==> config.mk <==
export PLATFORM = sky130hd
export DESIGN_NAME = trigger_conditioner
export DESIGN_NICKNAME = d
export VERILOG_FILES = /design/src/rtl/trigger_conditioner.sv
export SDC_FILE = /design/constraint.sdc
export NUM_CORES = 1
export LEC_CHECK = 0
export CAP_MARGIN = 30
export CORE_MARGIN = 2
export CORE_UTILIZATION = 63
export DETAILED_ROUTE_END_ITERATION = 8
export MAX_ROUTING_LAYER = met4
export PLACE_DENSITY = 0.89
export SYNTH_ARGS = -nofsm -noshare
export SYNTH_HDL_FRONTEND = slang
export SYNTH_SLANG_ARGS = --single-unit
==> constraint.sdc <==
create_clock -name clk -period 9.34 [get_ports clk]
set_input_delay 0.934 -clock clk [delete_from_list [all_inputs] [get_ports clk]]
set_output_delay 0.934 -clock clk [all_outputs]
set_load 0.01 [all_outputs]
==> src/rtl/trigger_conditioner.sv <==
// Trigger conditioner: synchronises the raw trigger pin, rejects short pulses and emits an
// armed, holdoff-limited trigger level plus a one-cycle strobe and a saturating trigger count.
module trigger_conditioner #(
    parameter int unsigned SYNC_STAGES   = 2,
    parameter int unsigned FILTER_COUNT  = 32'd30,
    parameter int unsigned HOLDOFF_COUNT = 32'd3_000_000,
    parameter bit          ACTIVE_HIGH   = 1'b1
) (
    input  logic        clk,
    input  logic        resetn,
    input  logic        trig_in,
    input  logic        arm,
    output logic        trig_out,
    output logic        trig_pulse,
    output logic        armed,
    output logic [15:0] trig_count
);

    localparam logic INACTIVE_RAW = ~ACTIVE_HIGH;

    typedef enum logic [2:0] {
        StIdle,
        StWaitInactive,
        StArmed,
        StFired,
        StHoldoff
    } state_e;

    logic [SYNC_STAGES-1:0] sync_q;
    logic                   sync_act;
    logic                   filt_q, filt_d, filt_eff;
    logic [31:0]            filt_cnt_q, filt_cnt_d;
    logic [31:0]            hold_cnt_q, hold_cnt_d;
    state_e                 state_q, state_d;
    logic                   trig_out_q, trig_out_d;
    logic                   trig_pulse_q, trig_pulse_d;
    logic [15:0]            trig_count_q, trig_count_d;

    // Polarity correction: sync_act is 1 whenever the pin is at its active level.
    assign sync_act = sync_q[SYNC_STAGES-1] ~^ ACTIVE_HIGH;

    // With the filter bypassed the synchronised level feeds the FSM directly.
    assign filt_eff = (FILTER_COUNT == 0) ? sync_act : filt_q;

    always_comb begin
        filt_d     = filt_q;
        filt_cnt_d = '0;
        if (FILTER_COUNT == 0) begin
            filt_d = sync_act;
        end else if (sync_act != filt_q) begin
            if (filt_cnt_q + 32'd1 >= FILTER_COUNT) begin
                filt_d = sync_act;
            end else begin
                filt_cnt_d = filt_cnt_q + 32'd1;
            end
        end
    end

    always_comb begin
        state_d      = state_q;
        hold_cnt_d   = hold_cnt_q;
        trig_out_d   = trig_out_q;
        trig_pulse_d = 1'b0;
        trig_count_d = trig_count_q;
        if (!arm) begin
            // Disarm wins over a qualified edge in the same cycle.
            state_d    = StIdle;
            trig_out_d = 1'b0;
            hold_cnt_d = '0;
        end else begin
            case (state_q)
                StIdle: begin
                    state_d = StWaitInactive;
                end
                StWaitInactive: begin
                    if (!filt_eff) begin
                        state_d = StArmed;
                    end
                end
                StArmed: begin
                    if (filt_eff) begin
                        state_d      = StFired;
                        trig_out_d   = 1'b1;
                        trig_pulse_d = 1'b1;
                        if (trig_count_q != 16'hFFFF) begin
                            trig_count_d = trig_count_q + 16'd1;
                        end
                    end
                end
                StFired: begin
                    if (!filt_eff) begin
                        trig_out_d = 1'b0;
                        hold_cnt_d = '0;
                        state_d    = (HOLDOFF_COUNT == 0) ? StArmed : StHoldoff;
                    end
                end
                StHoldoff: begin
                    if (hold_cnt_q + 32'd1 >= HOLDOFF_COUNT) begin
                        state_d    = StWaitInactive;
                        hold_cnt_d = '0;
                    end else begin
                        hold_cnt_d = hold_cnt_q + 32'd1;
                    end
                end
                default: begin
                    state_d    = StIdle;
                    trig_out_d = 1'b0;
                    hold_cnt_d = '0;
                end
            endcase
        end
    end

    always_ff @(posedge clk) begin
        if (!resetn) begin
            sync_q       <= {SYNC_STAGES{INACTIVE_RAW}};
            filt_q       <= 1'b0;
            filt_cnt_q   <= '0;
            hold_cnt_q   <= '0;
            state_q      <= StIdle;
            trig_out_q   <= 1'b0;
            trig_pulse_q <= 1'b0;
            trig_count_q <= '0;
        end else begin
            sync_q       <= {sync_q[SYNC_STAGES-2:0], trig_in};
            filt_q       <= filt_d;
            filt_cnt_q   <= filt_cnt_d;
            hold_cnt_q   <= hold_cnt_d;
            state_q      <= state_d;
            trig_out_q   <= trig_out_d;
            trig_pulse_q <= trig_pulse_d;
            trig_count_q <= trig_count_d;
        end
    end

    assign trig_out   = trig_out_q;
    assign trig_pulse = trig_pulse_q;
    assign trig_count = trig_count_q;
    assign armed      = (state_q == StWaitInactive) || (state_q == StArmed);

endmodule

==> impl_metrics.py, run 1 <==
metrics = {
    "die": {
        "die_y_um": 88.29,
        "core_mm2": 0.006832,
        "start_util_pct": 65.51,
        "io_pins": 23,
        "row_count": 30,
        "die_w_um": 88.29,
        "die-area_mm2": 0.007794,
    },
    "synth": {
        "synth-warning-count": 0,
        "syn_area_mm2": 0.004476,
        "ys.flop_type": "dfxtp_1",
        "ys_types": 62,
        "synth_edf_count": 0,
        "syn_inst": 548,
        "syn_avg_cell_area_um2": 8.167,
        "ys_seq_area_share_pct": 39.36,
        "ys_async_sr_fraction_pct": 0,
        "ys_seq_elements": 88,
    },
    "power_and_ir_drop": {
        "power.switching_uw": 166.0,
        "pwr_density_cell_mw_per_mm2": 131.6,
        "pwr-share-seq_pct": 59.2,
        "peakVddDrop_uv": 72.34,
        "internal_power_uw": 492.6,
        "pwr-share-comb_pct": 3.4,
        "p_leak_nw": 1.793,
        "clockPowerShare_pct": 37.4,
        "p_sw_share_pct": 25.21,
    },
    "worst_setup_path": {
        "required_ps": 9620,
        "rr_endpoint": "hold_cnt_q[5]",
        "reg2reg_from": "hold_cnt_q[8]",
        "reg2regPathDepth": 8,
        "start_kind": "flip-flop",
        "cp-end-kind": "flip-flop",
        "startpoint": "hold_cnt_q[8]",
        "path_depth": 8,
        "crit_fanout": 13,
        "crit_path_top_delay_cell": "a211oi_1",
        "crit_path_frequent_cell": "nand4_1",
        "cp_num_buf_inv": 0,
        "crit_family": "simple AND/OR/NAND/NOR gates",
        "reg2reg_slack_ps": 5750,
        "cp_data_arrival_time_ps": 3880,
        "cpPeakStageDelay_ps": 790,
        "crit_chain": "nand3_1 > nor4_2 > nand4_1 > a211oi_2 > nand4_1 > a211oi_1 > nand2_1 > o21ai_0",
        "critPathKind": "flip-flop to flip-flop",
        "crit_end": "hold_cnt_q[5]",
    },
    "cells_and_area": {
        "fin_nets": 594,
        "regArea_mm2": 0.001762,
        "multi_input_area_mm2": 0.002658,
        "layout_common_cells": "dfxtp_1 (88), nand2_1 (72), nor2_1 (41)",
        "fin_area_mm2": 0.005006,
        "fillers": 530,
        "stdcell_count": 687,
        "antennaDiodeCount": 0,
        "final_common_cell": "dfxtp_1",
        "area_delta_synth_final_pct": 11.85,
        "layout-drive-gt1-share_pct": 4.907,
    },
    "placed_design": {
        "dp_hpwl_um": 7466,
        "dp.cells": 671,
        "place.gp.congestion": 1.010,
        "post-place-ws_ps": 5872,
        "placed_area_mm2": 0.004825,
        "io_buffers": 22,
    },
    "sta": {
        "post-route-period-util_pct": 38.48,
        "finalWorstSetupSlack_ps": 5746,
        "finalSetupTns_ps": 0,
        "setup_violations": 0,
        "relSlewSlack_pct": 39.24,
        "finalHoldViolations": 0,
        "clock_skew_ps": 16.23,
        "grt_setup_unrepaired": "no",
        "period_needed_ps": 3594,
        "max_freq_mhz": 278.3,
        "tightest_slew_ps": 905.9,
        "slew_viol_final": 0,
    },
    "global_routing": {
        "grt_usage_pct": 29.01,
        "grt_pass1_vias": 3826,
        "grt_max_degree": 26,
        "grt_pass1_wl_um": 17480,
        "antenna_found_initial": 0,
        "overflow": 0,
    },
    "job": {
        "maxCapViolCount": 0,
    },
    "drt": {
        "ant_nets": 0,
        "wl_um": 10500,
        "wire_per_inst_um": 15.28,
        "drc": 0,
        "dr.first_iter.drc_count": 243,
        "vias": 4180,
        "drt_first_pass_iters": 5,
        "viasPerCell": 6.084,
    },
    "cts": {
        "clk_pin_slew_ps": 100,
        "cts_sinks": 88,
        "cts_setup_buffers": 0,
        "clockRootBuffer": "clkbuf_8",
        "clock_insertion_delay_worst_skew_ps": 370,
        "cts_tree": "built",
        "cts_htree_levels": 3,
        "cts_hold_buffers": 0,
        "cts-buffers-inserted": 9,
        "ctsResizeCount": 0,
        "clock_path_buffers": 2,
    },
    "run_status": {
        "status": "complete, no violations",
    },
    "hold_path": {
        "hold_path.class": "flip-flop to flip-flop",
    },
}
per-layer routing:
metal	vias up	share of wire, %	global-route usage, %	routed length, um
met5	-	0	-	0
met4	0	3.1	12.26	326
met3	38	6.5	5.504	683
met2	178	49	48.33	5120
met1	1909	42	34.33	4367
li1	2055	-	-	-
how the worst min path moves through the flow:
stage | from | end | slack (ps) | depth (start not counted)
floorplan | sync_q[0] | sync_q[1] | 410 | 1
global placement | sync_q[0] | sync_q[1] | 450 | 1
detailed placement | sync_q[0] | sync_q[1] | 440 | 1
CTS | sync_q[0] | sync_q[1] | 480 | 1
global route | sync_q[0] | sync_q[1] | 500 | 1
finish | sync_q[0] | sync_q[1] | 470 | 1
registers in the layout, indices dropped and copies added, names as in the netlist:
| name | count |
|---|---|
| trig_pulse | 1 |
| state_q | 3 |
| filt_eff | 1 |
| hold_cnt_q | 32 |
| trig_count | 16 |
| filt_cnt_q | 32 |
| sync_q | 2 |
| trig_out | 1 |
power by group through the flow:
stage / Sequential, mW / Combinational [mW] / Clock, mW
after floorplan: 0.396 / 0.0170 / 0
after global placement: 0.398 / 0.0212 / 0
after detailed placement: 0.399 / 0.0220 / 0
after CTS: 0.390 / 0.0221 / 0.249
after global routing: 0.391 / 0.0253 / 0.265
final: 0.390 / 0.0224 / 0.246
through the flow:
step	hold WS, ps	util [%]	power [mW]
after global routing	504.0	73.28	0.6813
final	472.8	73.28	0.6586
after detailed placement	438.1	70.62	0.4207
after global placement	454.6	70.55	0.4194
after CTS	481.4	73.28	0.6612
after floorplan	411.9	-	0.4131
cell families after synthesis:
logic type      Yosys count  share of synthesized area [%]
buf+inv                  36                          3.438
compound gates           95                          14.43
simple gates            280                          32.71
other cells               1                        0.08379
mux                       7                          1.621
fa+ha+maj                 4                          1.118
flops                    88                          39.36
xor+xnor                 37                          7.241
area by class of cell:
cell class	instances	share of cell area, %
Multi-Input combinational cell	450	53.09
Clock inverter	6	1.075
Clock buffer	10	2.549
Timing Repair Buffer	25	4.799
Sequential cell	88	35.19
Inverter	12	0.8998
Tap cell	96	2.399
synth_stat cells, types with 3 or more instances:
library cell | n | share of area (%)
or3_1 | 6 | 0.84
a221oi_1 | 3 | 0.59
a31oi_1 | 10 | 1.4
o22ai_1 | 6 | 0.84
ha_1 | 4 | 1.1
inv_1 | 12 | 1.0
nor4_1 | 12 | 1.7
xnor2_1 | 22 | 4.3
nand3_1 | 32 | 3.6
clkbuf_1 | 13 | 1.1
and2_1 | 12 | 1.7
mux2i_1 | 5 | 1.1
xor2_1 | 15 | 2.9
nor2b_1 | 3 | 0.42
and4_1 | 5 | 0.98
o21a_1 | 3 | 0.50
o21ai_0 | 27 | 3.0
or4_1 | 3 | 0.50
and3_1 | 28 | 3.9
a211oi_1 | 5 | 0.84
nand2b_1 | 3 | 0.42
nand4_1 | 21 | 2.9
nor2_1 | 41 | 3.4
buf_2 | 7 | 0.78
nor3_1 | 26 | 2.9
dfxtp_1 | 88 | 39
a21oi_1 | 12 | 1.3
nand2_1 | 72 | 6.0
worst reg2reg max path: stages, from the launching register on:
cell      delay (ps)
dfxtp_1          580
nand3_1          240
nor4_2           700
nand4_1          220
a211oi_2         330
nand4_1          180
a211oi_1         790
nand2_1          270
o21ai_0          220
Note: power is estimated with default switching activity, not from simulation.
==> inputs of run 2 (changes only) <==
--- a/config.mk
+++ b/config.mk
@@ -7,10 +7,10 @@
 export LEC_CHECK = 0
 export CAP_MARGIN = 30
 export CORE_MARGIN = 2
-export CORE_UTILIZATION = 63
+export CORE_UTILIZATION = 60
 export DETAILED_ROUTE_END_ITERATION = 8
 export MAX_ROUTING_LAYER = met4
-export PLACE_DENSITY = 0.89
+export PLACE_DENSITY = 0.86
 export SYNTH_ARGS = -nofsm -noshare
 export SYNTH_HDL_FRONTEND = slang
 export SYNTH_SLANG_ARGS = --single-unit
==> constraint.sdc (replaced) <==
create_clock -name clk -period 3.77 [get_ports clk]
set_input_delay 0.377 -clock clk [delete_from_list [all_inputs] [get_ports clk]]
set_output_delay 0.377 -clock clk [all_outputs]
set_load 0.01 [all_outputs]
==> run 2 against run 1 <==
  * Die area up 4.8%
  * Critical endpoint is now hold_cnt_q[3]
  * Largest cell class unchanged
  * Non-clock buffer count grew 3
  * Core utilization shrank 3.6 points
  * Via count down 1.4%
==> impl_metrics.py, run 2 (same netlist as run 1, synthesis figures left out) <==
metrics = {
    "run_status": {
        "status": "complete, no violations",
    },
    "global_routing": {
        "grt_pass1_wl_um": 17330,
        "grt_max_degree": 26,
        "grt_pass1_vias": 3794,
        "overflow": 0,
        "grt_usage_pct": 26.10,
        "antenna_found_initial": 0,
    },
    "die": {
        "start_util_pct": 61.70,
        "row_count": 31,
        "die_w_um": 90.37,
        "io_pins": 23,
        "die-area_mm2": 0.008166,
        "core_mm2": 0.007253,
        "die_y_um": 90.37,
    },
    "sta": {
        "finalHoldViolations": 0,
        "grt_setup_unrepaired": "no",
        "setup_violations": 0,
        "post-route-period-util_pct": 87.32,
        "slew_viol_final": 0,
        "finalSetupTns_ps": 0,
        "period_needed_ps": 3292,
        "tightest_slew_ps": 797.5,
        "max_freq_mhz": 303.8,
        "relSlewSlack_pct": 46.34,
        "clock_skew_ps": 12.81,
    },
    "worst_setup_path": {
        "crit_path_frequent_cell": "nand4_1",
        "cp_data_arrival_time_ps": 3570,
        "crit_path_top_delay_cell": "dfxtp_1",
        "crit_chain": "and3_1 > nand4_1 > o311a_1 > a211oi_1 > nand4_1 > a211o_1 > or4_1 > a31oi_1",
        "cp-end-kind": "flip-flop",
        "reg2regPathDepth": 8,
        "critPathKind": "flip-flop to flip-flop",
        "crit_fanout": 13,
        "rr_endpoint": "hold_cnt_q[3]",
        "reg2reg_from": "hold_cnt_q[8]",
        "start_kind": "flip-flop",
        "cpPeakStageDelay_ps": 540,
        "reg2reg_slack_ps": 480,
        "required_ps": 4050,
    },
    "cts": {
        "cts_sinks": 88,
        "cts-buffers-inserted": 9,
        "ctsResizeCount": 0,
        "clockRootBuffer": "clkbuf_8",
        "cts_htree_levels": 3,
        "clk_pin_slew_ps": 90,
        "clock_insertion_delay_worst_skew_ps": 360,
        "cts_setup_buffers": 0,
        "clock_path_buffers": 2,
        "cts_hold_buffers": 0,
        "cts_tree": "built",
    },
    "hold_path": {
        "hold_path.class": "flip-flop to flip-flop",
        "holdPathEnd": "sync_q[1]",
        "hold_start": "sync_q[0]",
        "whs_path_depth": 1,
    },
    "cells_and_area": {
        "fin_area_mm2": 0.005056,
        "area_delta_synth_final_pct": 12.97,
        "fin_nets": 597,
        "multi_input_area_mm2": 0.002658,
        "layout_common_cells": "dfxtp_1 (88), nand2_1 (72), nor2_1 (41)",
        "final_common_cell": "dfxtp_1",
        "layout-drive-gt1-share_pct": 5.396,
        "fillers": 574,
        "post-route-util_pct": 69.71,
        "regArea_mm2": 0.001762,
        "antennaDiodeCount": 0,
    },
    "drt": {
        "wire_per_inst_um": 14.51,
        "drc": 0,
        "dr.first_iter.drc_count": 260,
        "wl_um": 10040,
        "vias": 4122,
        "ant_nets": 0,
        "viasPerCell": 5.957,
        "drt_first_pass_iters": 6,
    },
    "power_and_ir_drop": {
        "p_leak_nw": 1.823,
        "peakVddDrop_uv": 211.8,
        "pwr_density_cell_mw_per_mm2": 334.1,
    },
    "placed_design": {
        "placed_area_mm2": 0.004853,
        "io_buffers": 22,
        "dp_hpwl_um": 7320,
        "place.gp.congestion": 1.038,
    },
    "job": {
        "maxCapViolCount": 0,
    },
}
-- run 2: critical path: cells and delay by family (launching register included) --
| kind | cells | cell delay [ps] |
|---|---|---|
| flops | 1 | 540 |
| compound gates | 4 | 1290 |
| simple gates | 4 | 1380 |
-- run 2: per-layer routing --
metal | wire (um) | part of all wire [%] | track usage (%)
met5 | 0 | 0 | -
met4 | 158 | 1.6 | 9.359
met3 | 530 | 5.3 | 4.090
met2 | 5000 | 50 | 44.30
met1 | 4354 | 43 | 31.55
-- run 2: metrics by stage --
stage | setup WS [ps] | power, mW | cells | hold slack (ps)
final | 478.1 | 1.689 | 692 | 469.8
after global routing | 191.6 | 1.756 | 692 | 504.5
after CTS | 521.7 | 1.701 | 692 | 472.6
after detailed placement | 523.9 | 1.042 | 677 | 437.9
after global placement | 611.8 | 1.039 | 677 | 445.6
after floorplan | 825.6 | 1.023 | 574 | 411.9
-- run 2: power by group --
| part | switching, mW | internal (mW) | total, mW |
|---|---|---|---|
| Sequential | 0.0194 | 0.947 | 0.966 |
| Clock | 0.340 | 0.328 | 0.668 |
| Combinational | 0.0318 | 0.0233 | 0.0551 |
| Total | 0.391 | 1.30 | 1.69 |
-- run 2: how the worst max path moves through the flow --
stage	slack (ps)	startpoint	endpoint
CTS	520	hold_cnt_q[8]	hold_cnt_q[3]
global route	190	hold_cnt_q[8]	hold_cnt_q[3]
floorplan	830	hold_cnt_q[0]	hold_cnt_q[3]
detailed placement	520	hold_cnt_q[8]	hold_cnt_q[3]
finish	480	hold_cnt_q[8]	hold_cnt_q[3]
global placement	610	hold_cnt_q[0]	hold_cnt_q[3]
-- run 2: layout make-up --
class / count / area share, %
Multi-Input combinational cell: 450 / 52.56
Sequential cell: 88 / 34.84
Timing Repair Buffer: 28 / 5.246
Clock buffer: 10 / 2.722
Tap cell: 99 / 2.450
Clock inverter: 5 / 1.287
Inverter: 12 / 0.8909
==> inputs of run 3 (changes only) <==
--- a/config.mk
+++ b/config.mk
@@ -8,6 +8,7 @@
 export CAP_MARGIN = 30
 export CORE_MARGIN = 2
 export CORE_UTILIZATION = 60
+export CTS_CLUSTER_DIAMETER = 80
 export DETAILED_ROUTE_END_ITERATION = 8
 export MAX_ROUTING_LAYER = met4
 export PLACE_DENSITY = 0.86
==> results of run 3 <==
Final layout, timing and power as in run 2 (identical DEF).
